## src/rtl/if_stage.sv

```systemverilog
// Instruction-fetch stage: owns the fetch PC and issues one outstanding word
// fetch at a time over req/gnt/rvalid. A one-entry skid buffer absorbs a
// response that arrives while downstream is stalled.
// Optional feature macro: IF_ALIGN_CHECK_EN (misaligned redirect -> AdEL NOP).
module if_stage #(
  parameter logic [31:0] RESET_PC = 32'h0000_3000
) (
  input  logic        clk,
  input  logic        rst_n,
  input  logic        stall_i,
  input  logic        redirect_i,
  input  logic [31:0] redirect_pc_i,
  output logic        imem_req_o,
  output logic [31:0] imem_addr_o,
  input  logic        imem_gnt_i,
  input  logic        imem_rvalid_i,
  input  logic [31:0] imem_rdata_i,
  output logic [31:0] if_pc,
  output logic [31:0] if_pc_plus_4,
  output logic [31:0] if_inst,
  output logic        if_valid,
  output logic        if_exc_adel
);

  localparam int unsigned XLEN = 32;

`ifdef IF_ALIGN_CHECK_EN
  localparam bit ALIGN_CHECK = 1'b1;
`else
  localparam bit ALIGN_CHECK = 1'b0;
`endif

  typedef enum logic [2:0] {S_IDLE, S_REQ, S_WAIT, S_HOLD, S_ADEL} state_t;

  state_t            state_q, state_d;
  logic [XLEN-1:0]   next_pc_q, next_pc_d;
  logic [XLEN-1:0]   req_pc_q, req_pc_d;
  logic              kill_q, kill_d;
  logic              halt_q, halt_d;
  logic              skid_valid_q, skid_valid_d;
  logic [XLEN-1:0]   skid_pc_q, skid_pc_d;
  logic [XLEN-1:0]   skid_inst_q, skid_inst_d;
  logic              req_q, req_d;
  logic [XLEN-1:0]   pc_q, pc_d;
  logic [XLEN-1:0]   pc4_q, pc4_d;
  logic [XLEN-1:0]   inst_q, inst_d;
  logic              valid_q, valid_d;
  logic              adel_q, adel_d;

  logic              out_free_c;
  logic              misalign_c;
  logic [XLEN-1:0]   redir_tgt_c;

  assign out_free_c  = !valid_q || !stall_i;
  assign misalign_c  = ALIGN_CHECK && (redirect_pc_i[1:0] != 2'b00);
  assign redir_tgt_c = {redirect_pc_i[XLEN-1:2], 2'b00};

  assign imem_req_o   = req_q;
  assign imem_addr_o  = next_pc_q;
  assign if_pc        = pc_q;
  assign if_pc_plus_4 = pc4_q;
  assign if_inst      = inst_q;
  assign if_valid     = valid_q;
  assign if_exc_adel  = adel_q;

  // State register
  always_ff @(posedge clk or negedge rst_n) begin
    if (!rst_n) state_q <= S_IDLE;
    else        state_q <= state_d;
  end

  // Next-state logic; a redirect overrides every other event
  always_comb begin
    state_d = state_q;
    if (redirect_i) begin
      if (misalign_c) begin
        state_d = S_ADEL;
      end else begin
        case (state_q)
          S_REQ:   state_d = imem_gnt_i ? S_WAIT : S_REQ;
          S_WAIT:  state_d = imem_rvalid_i ? S_REQ : S_WAIT;
          default: state_d = S_REQ;
        endcase
      end
    end else begin
      case (state_q)
        S_IDLE: if (!halt_q) state_d = S_REQ;
        S_REQ:  if (imem_gnt_i) state_d = S_WAIT;
        S_WAIT: if (imem_rvalid_i) state_d = (kill_q || out_free_c) ? S_REQ : S_HOLD;
        S_HOLD: if (!stall_i) state_d = S_REQ;
        S_ADEL: if (!stall_i) state_d = S_IDLE;
        default: state_d = S_IDLE;
      endcase
    end
  end

  // Datapath and output next-values
  always_comb begin
    next_pc_d    = next_pc_q;
    req_pc_d     = req_pc_q;
    kill_d       = kill_q;
    halt_d       = halt_q;
    skid_valid_d = skid_valid_q;
    skid_pc_d    = skid_pc_q;
    skid_inst_d  = skid_inst_q;
    pc_d         = pc_q;
    pc4_d        = pc4_q;
    inst_d       = inst_q;
    valid_d      = valid_q;
    adel_d       = adel_q;
    req_d        = (state_d == S_REQ);

    // A consumed (or empty) output slot drops its valid unless refilled below
    if (out_free_c) begin
      valid_d = 1'b0;
      adel_d  = 1'b0;
    end
    // Outside WAIT any rvalid can only be a stale, already-killed response
    if (imem_rvalid_i && (state_q != S_WAIT)) kill_d = 1'b0;

    if (redirect_i) begin
      next_pc_d    = redir_tgt_c;
      valid_d      = 1'b0;
      adel_d       = 1'b0;
      skid_valid_d = 1'b0;
      halt_d       = 1'b0;
      if ((state_q == S_REQ && imem_gnt_i) || (state_q == S_WAIT && !imem_rvalid_i))
        kill_d = 1'b1;
      else if (state_q == S_WAIT)
        kill_d = 1'b0;
      if (misalign_c) begin
        valid_d = 1'b1;
        adel_d  = 1'b1;
        pc_d    = redirect_pc_i;
        pc4_d   = redirect_pc_i + XLEN'(4);
        inst_d  = '0;
      end
    end else begin
      case (state_q)
        S_REQ: begin
          if (imem_gnt_i) begin
            req_pc_d  = next_pc_q;
            next_pc_d = next_pc_q + XLEN'(4);
          end
        end
        S_WAIT: begin
          if (imem_rvalid_i) begin
            if (kill_q) begin
              kill_d = 1'b0;
            end else if (out_free_c) begin
              pc_d    = req_pc_q;
              pc4_d   = req_pc_q + XLEN'(4);
              inst_d  = imem_rdata_i;
              valid_d = 1'b1;
            end else begin
              skid_valid_d = 1'b1;
              skid_pc_d    = req_pc_q;
              skid_inst_d  = imem_rdata_i;
            end
          end
        end
        S_HOLD: begin
          if (!stall_i) begin
            pc_d         = skid_pc_q;
            pc4_d        = skid_pc_q + XLEN'(4);
            inst_d       = skid_inst_q;
            valid_d      = 1'b1;
            skid_valid_d = 1'b0;
          end
        end
        S_ADEL: begin
          if (!stall_i) halt_d = 1'b1;
        end
        default: ;
      endcase
    end
  end

  // Datapath and output registers
  always_ff @(posedge clk or negedge rst_n) begin
    if (!rst_n) begin
      next_pc_q    <= RESET_PC;
      req_pc_q     <= RESET_PC;
      kill_q       <= 1'b0;
      halt_q       <= 1'b0;
      skid_valid_q <= 1'b0;
      skid_pc_q    <= '0;
      skid_inst_q  <= '0;
      req_q        <= 1'b0;
      pc_q         <= RESET_PC;
      pc4_q        <= RESET_PC + XLEN'(4);
      inst_q       <= '0;
      valid_q      <= 1'b0;
      adel_q       <= 1'b0;
    end else begin
      next_pc_q    <= next_pc_d;
      req_pc_q     <= req_pc_d;
      kill_q       <= kill_d;
      halt_q       <= halt_d;
      skid_valid_q <= skid_valid_d;
      skid_pc_q    <= skid_pc_d;
      skid_inst_q  <= skid_inst_d;
      req_q        <= req_d;
      pc_q         <= pc_d;
      pc4_q        <= pc4_d;
      inst_q       <= inst_d;
      valid_q      <= valid_d;
      adel_q       <= adel_d;
    end
  end

endmodule

```

## config.mk

```make
export PLATFORM = sky130hd
export DESIGN_NAME = if_stage
export DESIGN_NICKNAME = d
export VERILOG_FILES = /design/src/rtl/if_stage.sv
export SDC_FILE = /design/constraint.sdc
export NUM_CORES = 1
export LEC_CHECK = 0
export ABC_CLOCK_PERIOD_IN_PS = 5000
export CAP_MARGIN = 20
export CORE_AREA = 2 2 176 178
export CTS_BUF_LIST = sky130_fd_sc_hd__clkbuf_8
export CTS_CLUSTER_DIAMETER = 40
export DETAILED_ROUTE_END_ITERATION = 8
export DIE_AREA = 0 0 178 180
export HOLD_SLACK_MARGIN = 0.06
export PLACE_DENSITY = 0.61
export SKIP_LAST_GASP = 1
export SLEW_MARGIN = 10
export SYNTH_ARGS = -nofsm -noshare
export SYNTH_HDL_FRONTEND = slang
export SYNTH_SLANG_ARGS = --single-unit
```

## constraint.sdc

```tcl
create_clock -name clk -period 5 [get_ports clk]
set_input_delay 1 -clock clk [delete_from_list [all_inputs] [get_ports clk]]
set_output_delay 1 -clock clk [all_outputs]
set_load 0.03 [all_outputs]
```

==> run_results.csv <==
group,metric,value,unit
detailed_routing,antenna_left,0,
power_and_ir_drop,pwr_density_cell,543,nW/µm²
power_and_ir_drop,irDropWorstVdd,0.000191,V
die,row_count,64,
timing,max_freq,330,MHz
detailed_routing,wirelength,27500,µm
detailed_routing,wl_per_cell,16.9,µm
timing,holdWs,0.459,ns
grt,grt_first_pass_wirelength,44000,µm
cells_and_area,area.sequential,5540,µm²
detailed_routing,drc,0,
placement,place_area,12700,µm²
clocking,cts_buffer_depth,3,
timing,totalNegativeSetupSlack,0,ns
cells_and_area,diodes,0,
grt,antenna_found_initial,0,
synth,ys_warn_count,0,
placement,io_buffers,191,
placement,place_hpwl,19000,µm
hold_path,hold_path_class,"reg2reg",
worst_setup_path,worstSetupEndpointType,"flip-flop",
worst_setup_path,r2r-end,"if_pc_plus_4[27]$_DFFE_PN0P_",
worst_setup_path,worstPathRequired,5.45,ns
clocking,cts_sinks,221,
timing,slew_headroom,39.9,%
die,initial_utilization,34.6,%
timing,slew_violations,0,
cells_and_area,final_core_util,44.9,%
worst_setup_path,endpoint,"if_pc_plus_4[27]$_DFFE_PN0P_",
die,die_w,178,µm
clocking,clk_pin_slew,0.06,ns
cells_and_area,drive_above_1_share,15.8,%
synth,ys_async_sr_fraction,100,%
worst_setup_path,critical_path.max_fanout,19,
cells_and_area,nFillCells,2900,
timing,fin_crit_sh,60.7,%
clocking,hold_buffers,0,
cells_and_area,area_growth,29.9,%
worst_setup_path,ff2ff_setup_slack,1.97,ns
synth,synth_edf_count,0,
clocking,cts_resized,0,
timing,setup_viol,0,
clocking,postCtsSetupBuffers,0,
detailed_routing,vias,8108,
cells_and_area,fin_nets,1275,
clocking,cts_tree,"built",
worst_setup_path,critical_path.startpoint_type,"flip-flop",
clocking,cts_root_buf,"clkbuf_8",
timing,postLayoutSetupSlackWorst,1.97,ns
die,fp.dieArea,32000,µm²
clocking,htree_levels,2,
run_status,status,"finished, final reports clean",
placement,routabilityCongestion,0.810,
grt,grt_remaining_overflow,0,
grt,grt_use_total,17.2,%
cells_and_area,final_area,13600,µm²
detailed_routing,avgViaCountPerCell,4.97,
synth,ys_types,64,
timing,hold_viol,0,
timing,skew,0.0199,ns
timing,tightest_slew,0.898,ns
power_and_ir_drop,p_leak,5.97,nW
timing,finalCriticalPeriod,3.03,ns
worst_setup_path,path_class,"reg2reg",
grt,grt_max_degree,110,
placement,dp.cells,1556,
placement,pre_cts_ws,1.50,ns
die,die_h,180,µm
cells_and_area,multi_input_area,4570,µm²
worst_setup_path,r2r_start,"state_q[0]$_DFF_PN0_",
clocking,clkLatencyLatePin,0.54,ns
die,io_pins,201,
job,cap_violations,0,
synth,syn_area,10400,µm²
worst_setup_path,rr_worst_depth,5,
worst_setup_path,worstSetupStartpoint,"state_q[0]$_DFF_PN0_",
timing,rsz0062_at_grt,"false",
power_and_ir_drop,power,7.36,mW
clocking,cts_inserted_buffers,41,
worst_setup_path,arrival,3.49,ns
synth,synth.avg_cell_area,10.2,µm²
synth,synth_ff_type,"dfrtp_1",
synth,synth-seq-cells,221,
cells_and_area,final_cells,1631,
synth,synthCells,1020,
synth,yosysSeqAreaShare,53.1,%
grt,grt_pass1_vias,7839,
die,core_area,30200,µm²
detailed_routing,drt_iter0_drc,572,
detailed_routing,first_pass_iters,5,
## state kept, by name (all words and copies together), names as in the netlist
register	flops
halt_q	1
if_inst	32
if_pc	30
if_pc_plus_4	30
if_valid	1
imem_addr_o	30
imem_req_o	1
kill_q	1
req_pc_q	30
skid_inst_q	32
skid_pc_q	30
state_q	3
## cell families after synthesis
logic type / share of synthesized area (%)
adders and majority gates: 0.240
AOI/OAI and AO/OA: 10.0
xor gates and xnor gates: 3.10
and+or+nand+nor: 17.1
other: 0.0359
DFF: 53.1
buffers and inverters: 3.55
muxes: 12.9
## cell type report
type,count,area share [%]
repair buffers,207,15.2
inverters,9,0.249
multi-input cells,723,33.7
clock buffers,54,5.48
flip-flops and latches,221,40.9
clock inverters,21,0.867
well taps,396,3.65
## placed cells by master, fill, tap and decap left out, types with 14 or more instances in the layout
cell type | netlist | final
clkbuf_8 | 0 | 54
xnor2_1 | 28 | 28
o21ai_0 | 61 | 61
nand2_1 | 204 | 204
clkdlybuf4s50_1 | 0 | 189
nor2_1 | 68 | 68
and3_1 | 14 | 14
dfrtp_1 | 212 | 212
nor4_1 | 18 | 18
buf_4 | 8 | 14
nand3_1 | 28 | 28
mux2i_1 | 29 | 29
inv_1 | 9 | 21
a31oi_1 | 44 | 44
mux2_2 | 94 | 94
## Yosys cell counts (9+ instances only)
library cell | instances | share of area, %
mux2_2 | 94 | 10
o21ai_0 | 61 | 2.9
dfrtp_1 | 212 | 51
nor2_1 | 68 | 2.4
nand3_1 | 28 | 1.3
a31oi_1 | 44 | 2.6
and3_1 | 14 | 0.84
nor4_1 | 18 | 1.1
nand2_1 | 204 | 7.3
o31ai_1 | 10 | 0.72
buf_2 | 14 | 0.67
clkbuf_1 | 42 | 1.5
xor2_1 | 9 | 0.76
nand4_1 | 13 | 0.78
nor3_1 | 11 | 0.53
mux2i_1 | 29 | 2.8
dfstp_2 | 9 | 2.3
xnor2_1 | 28 | 2.3
inv_1 | 9 | 0.32
## critical path, cell delays in order, from the launching register on
cell and delay, ns:
dfrtp_1 0.52, nand3b_1 0.69, nor3_1 0.78, o22ai_1 0.39, o31a_1 0.37, o31ai_1 0.21
## per-layer routing
metal / share of wire (%) / global-route usage [%]
met1: 50 / 26.4
met2: 43 / 24.5
met3: 5.4 / 3.41
met4: 2.0 / 4.66
met5: 0 / 0
## worst min path at each step
stage | startpoint | endpoint | slack (ns) | depth (start not counted)
detailed placement | if_pc_plus_4[2]$_DFFE_PN1P_ | if_pc_plus_4[2]$_DFFE_PN1P_ | 0.45 | 2
floorplan | halt_q$_DFFE_PN0P_ | halt_q$_DFFE_PN0P_ | 0.47 | 2
finish | if_pc_plus_4[2]$_DFFE_PN1P_ | if_pc_plus_4[2]$_DFFE_PN1P_ | 0.46 | 2
CTS | if_pc_plus_4[2]$_DFFE_PN1P_ | if_pc_plus_4[2]$_DFFE_PN1P_ | 0.46 | 2
global route | if_pc_plus_4[2]$_DFFE_PN1P_ | if_pc_plus_4[2]$_DFFE_PN1P_ | 0.48 | 2
global placement | if_pc_plus_4[2]$_DFFE_PN1P_ | if_pc_plus_4[2]$_DFFE_PN1P_ | 0.45 | 2
## report_power, final
part           switching (mW)  internal (mW)
Sequential              0.468           2.34
Combinational            1.61           1.17
Clock                   0.761           1.02
Note: power is estimated with default switching activity, not from simulation.
==> edit 1 (same settings) <==
Make the reset (`rst_n`) synchronous in 2 clocked blocks.
--- a/src/rtl/if_stage.sv
+++ b/src/rtl/if_stage.sv
@@ -65,5 +65,5 @@
 
   // State register
-  always_ff @(posedge clk or negedge rst_n) begin
+  always_ff @(posedge clk) begin
     if (!rst_n) state_q <= S_IDLE;
     else        state_q <= state_d;
@@ -178,5 +178,5 @@
 
   // Datapath and output registers
-  always_ff @(posedge clk or negedge rst_n) begin
+  always_ff @(posedge clk) begin
     if (!rst_n) begin
       next_pc_q    <= RESET_PC;
Check against the original RTL: not settled (the Yosys comparison gave no result); the edit may change what the design does.
==> edit 1 against the unedited design <==
- synthesized area fell by 3.8%
- routed wire length rose by 9.1%
- die area did not move
- first-iteration DRC count rose by 13%
- sequential cell count did not move
- cell area fell by 4.6%
- setup slack got worse by 660 ps
- synthesized cell count rose by 26%
Power is not compared: it rests on default switching activity, and its combinational part moved more than twofold at a synthesized area within 25%.
==> edit 1: results (changes against the unedited design) <==
----------------------------------------------------
[Status]
  Outcome ... finished, final reports clean

[STA]
  Actual transition at the worst max-transition pin ... 1070 ps (+171 ps)
  Worst clock skew on the final layout ... 37.0 ps (+17.2 ps)
  Minimum hold slack ... 454 ps (-5.01 ps)
  Post-layout minimum cycle time ... 3700 ps (+663 ps)

[Logic synthesis]
  Sequential element share of the synthesized area ... 44.1% (-9.0 points)
  Most area-consuming cells after synthesis ... dfxtp_1 (44%), nand2_1 (11%), a21oi_1 (5.9%), nor2_1 (3.7%), nand3_1 (3.5%)
  Post-Syn Instances ... 1287 (+26%)
  Commonest register cell after synthesis ... dfxtp_1
  Share of synthesized flip-flops with an asynchronous set or reset ... 0% (-100 points)
  Number of library cell types mapped by synthesis ... 59 (-7.8%)

[Clock tree]
  Total clock buffers created by CTS ... 42 (+2.4%)
  Clock network latency to the later pin of the worst-skew pair ... 560 ps (+20 ps)

[Finish]
  Final non-filler cell total ... 1855 (+14%)
  Fraction of layout cells with a size suffix above 1 ... 6.24% (-9.6 points)
  Net count of the finished layout ... 1508 (+18%)

[Global routing]
  Maximum number of pins on one net before global-route repair ... 111 (+0.91%)
  Wire length of the first global-routing pass ... 47600 um (+8.1%)
  Combined global-route utilization of all metal layers ... 18.1% (+0.94 points)
  Met3 capacity usage during global routing ... 3.93% (+0.53 points)

[Hold path]
  Endpoint of the worst hold-timing path ... skid_inst_q[6]

[Setup path]
  Worst setup endpoint ... if_pc_plus_4[28]
  Register-to-Register Setup Slack ... 1300 ps (-660 ps)
  Critical Path AT ... 4170 ps (+680 ps)

[Placement]
  Hpwl dp ... 19900 um (+4.9%)

----------------------------------------------------
## edit 1: cell types whose count changed in the layout (fill, tap and decap cells not counted), moves of 41 or more
cell,change
dfrtp_1,-212
nand3_1,+41
nand2_1,+101
mux2_2,-92
a21oi_1,+114
dfxtp_1,+221
## edit 1: worst register-to-register path, delay by kind of cell, from the launching register on
family                     cells  cell delay (ps)
and+or+nand+nor                6             2250
DFF                            1              530
AOI/OAI and AO/OA              1              430
adders and majority gates      1              310
buffers and inverters          1              130
## edit 1: cell families (layout without fill, tap and decap cells)
| family | count (synthesis) | after routing | synth area share, % |
|---|---|---|---|
| fa+ha+maj | 2 | 2 | 0.249 |
| buf+inv | 123 | 289 | 5.37 |
| compound gates | 281 | 281 | 17.7 |
| xor+xnor | 31 | 31 | 2.71 |
| flops | 221 | 221 | 44.1 |
| simple gates | 601 | 601 | 27.2 |
| mux | 27 | 27 | 2.72 |
| other cells | 1 | 7 | 0.0374 |
## edit 1: layout make-up
| class | count | area (um2) |
|---|---|---|
| clock inverter | 20 | 154 |
| sequential | 221 | 4420 |
| clock buffer | 47 | 647 |
| fill | 3070 | 17300 |
| multi-input combinational | 949 | 5120 |
| inverter | 15 | 61.3 |
| tap | 396 | 495 |
| timing repair buffer | 207 | 2040 |
## edit 1: routing by layer
metal | vias up | part of all wire (%)
met5 | - | 0
met3 | 49 | 7.8
met2 | 338 | 42
li1 | 4806 | -
met1 | 4420 | 48
met4 | 0 | 2.0
## edit 1: where the power goes
| part | total, uW | switching [uW] | internal [uW] | leakage [uW] |
|---|---|---|---|---|
| Clock | 1720 | 755 | 960 | 0.000439 |
| Combinational | 364 | 213 | 150 | 0.00209 |
| Sequential | 1850 | 45.8 | 1800 | 0.00179 |
| Total | 3930 | 1010 | 2910 | 0.00432 |
==> edit 2 (same flow settings) <==
Without the edit above. Add a define of `IF_ALIGN_CHECK_EN`.
--- a/src/rtl/if_stage.sv
+++ b/src/rtl/if_stage.sv
@@ -3,4 +3,6 @@
 // response that arrives while downstream is stalled.
 // Optional feature macro: IF_ALIGN_CHECK_EN (misaligned redirect -> AdEL NOP).
+`define IF_ALIGN_CHECK_EN
+
 module if_stage #(
   parameter logic [31:0] RESET_PC = 32'h0000_3000
Check against the original RTL: not settled (the Yosys comparison gave no result); the edit may change what the design does.
==> edit 2 against the unedited design <==
- setup slack worse by 660 ps
- cell area rose by 1.7%
- total power fell by 25%
- critical path depth is 2 higher
- routed wire length up 6.1%
- global-route usage up 1.2 points
- sequential cell count rose by 3
- synthesized area is 1.7% higher
- largest cell class unchanged
==> edit 2: results (changes against the unedited design) <==
----------------------------------------------------
[Status]
  Outcome ... finished, final reports clean

[Logic synthesis]
  Post-synthesis mux area share ... 13.6% (+0.65 points)
  Synth Area in Adders ... 0.236% (-0.0041 points)
  Share of the synthesized netlist area taken by xor and xnor gates ... 3.63% (+0.52 points)
  Mean cell area of the mapped netlist ... 10.7 um2 (+4.7%)
  Commonest cells in the netlist ... dfrtp_1 (215), nand2_1 (180), mux2_2 (96)
  Share of the synthesized area in compound gates (AO/OA/AOI/OAI) ... 11.4% (+1.4 points)
  Most area-consuming cells after synthesis ... dfrtp_1 (51%), mux2_2 (10%), nand2_1 (6.4%), mux2i_1 (3.4%), o31ai_1 (2.7%)
  Number of library cell types mapped by synthesis ... 59 (-7.8%)

[Placement]
  Cells after DPL ... 1538 (-1.2%)
  Post-placement cell area ... 12900 um2 (+2.0%)
  Number of buffer cells added on primary ports ... 198 (+3.7%)
  Minimum setup slack after placement ... 934 ps (-564 ps)
  Hpwl dp ... 20300 um (+7.1%)
  Routability congestion estimate ... 0.824 (+1.7%)

[Routing]
  Number of detailed-route iterations in the first pass ... 4 (-1)
  Met2 layer wire length in the routed design ... 13400 um (+14%)
  Post-route met1 wirelength ... 12900 um (-5.9%)
  Met3 routed wirelength ... 2280 um (+54%)
  Iteration-0 DRC count of the detailed router ... 536 (-6.3%)
  Detail-routed via count per cell ... 5.04 (+1.4%)

[Hold path]
  Worst Hold Launch ... if_pc[12]
  Hold Crit Class ... flip-flop to flip-flop
  Endpoint of the worst hold-timing path ... if_pc[12]

[Setup path]
  Top fanout value on the critical path ... 22 (+3)
  Register-to-Register Setup Slack ... 1310 ps (-660 ps)
  Slowest Stage Delay on Critical Path ... 720 ps (-60 ps)
  Critical Path AT ... 4140 ps (+650 ps)
  R2R Path End ... if_pc_plus_4[26]
  Worst r2r path cells ... 7 (+2)
  Cell with the largest stage delay on the worst path ... or4_1

[Power]
  Switching power of the nets ... 1810 uW (-36%)
  Worst-case vdd ir drop ... 0.263 mV (+38%)
  Power in sequential cells ... 2340 uW (-17%)
  Comb pwr ... 1450 uW (-48%)
  Leakage ... 0.00594 uW (-0.55%)

[Global routing]
  Initial antenna violation count ... 2 (+2)
  Maximum number of pins on one net before global-route repair ... 102 (-7.3%)
  Met1 Track Usage GR ... 24.4% (-1.9 points)
  Via count of the first global-routing pass ... 8221 (+4.9%)
  Met3 capacity usage during global routing ... 5.56% (+2.2 points)
  Met2 usage ... 28.7% (+4.2 points)

[Clock tree]
  Total clock buffers created by CTS ... 42 (+2.4%)

[STA]
  Slew Limit Headroom ... 31.9% (-8.0 points)
  Minimum hold slack ... 459 ps (-0.314 ps)

[Finish]
  Fraction of layout cells with a size suffix above 1 ... 18.5% (+2.7 points)
  Net count of the finished layout ... 1258 (-1.3%)

----------------------------------------------------
==> edit 2: cell count changes after synthesis, sizes merged, moves of 10 or more <==
cell / before / now
xor2: 9 / 20
nand3: 28 / 16
a21oi: 5 / 58
o21ai: 61 / 35
a31oi: 44 / 18
nor2: 68 / 58
nand2: 204 / 181
o31ai: 11 / 38
nor4: 18 / 4
==> edit 2: worst max path at each step <==
stage / end / slack, ps / cells past startpoint
2_1_floorplan: if_pc_plus_4[30] / 1630 / 12
3_3_place_gp: if_pc_plus_4[26] / 1010 / 9
3_5_place_dp: if_pc_plus_4[30] / 930 / 9
4_1_cts: if_pc_plus_4[26] / 1320 / 7
5_1_grt: if_pc_plus_4[30] / 1050 / 7
6_report: if_pc_plus_4[26] / 1310 / 7
==> edit 2: final cells by class <==
class | count | area, um2
diodes | 1 | 2.50
inverters | 9 | 33.8
clock buffers | 50 | 688
repair buffers | 216 | 2140
flip-flops and latches | 224 | 5620
multi-input cells | 693 | 4660
well taps | 396 | 495
fillers | 2893 | 16400
clock inverters | 23 | 150
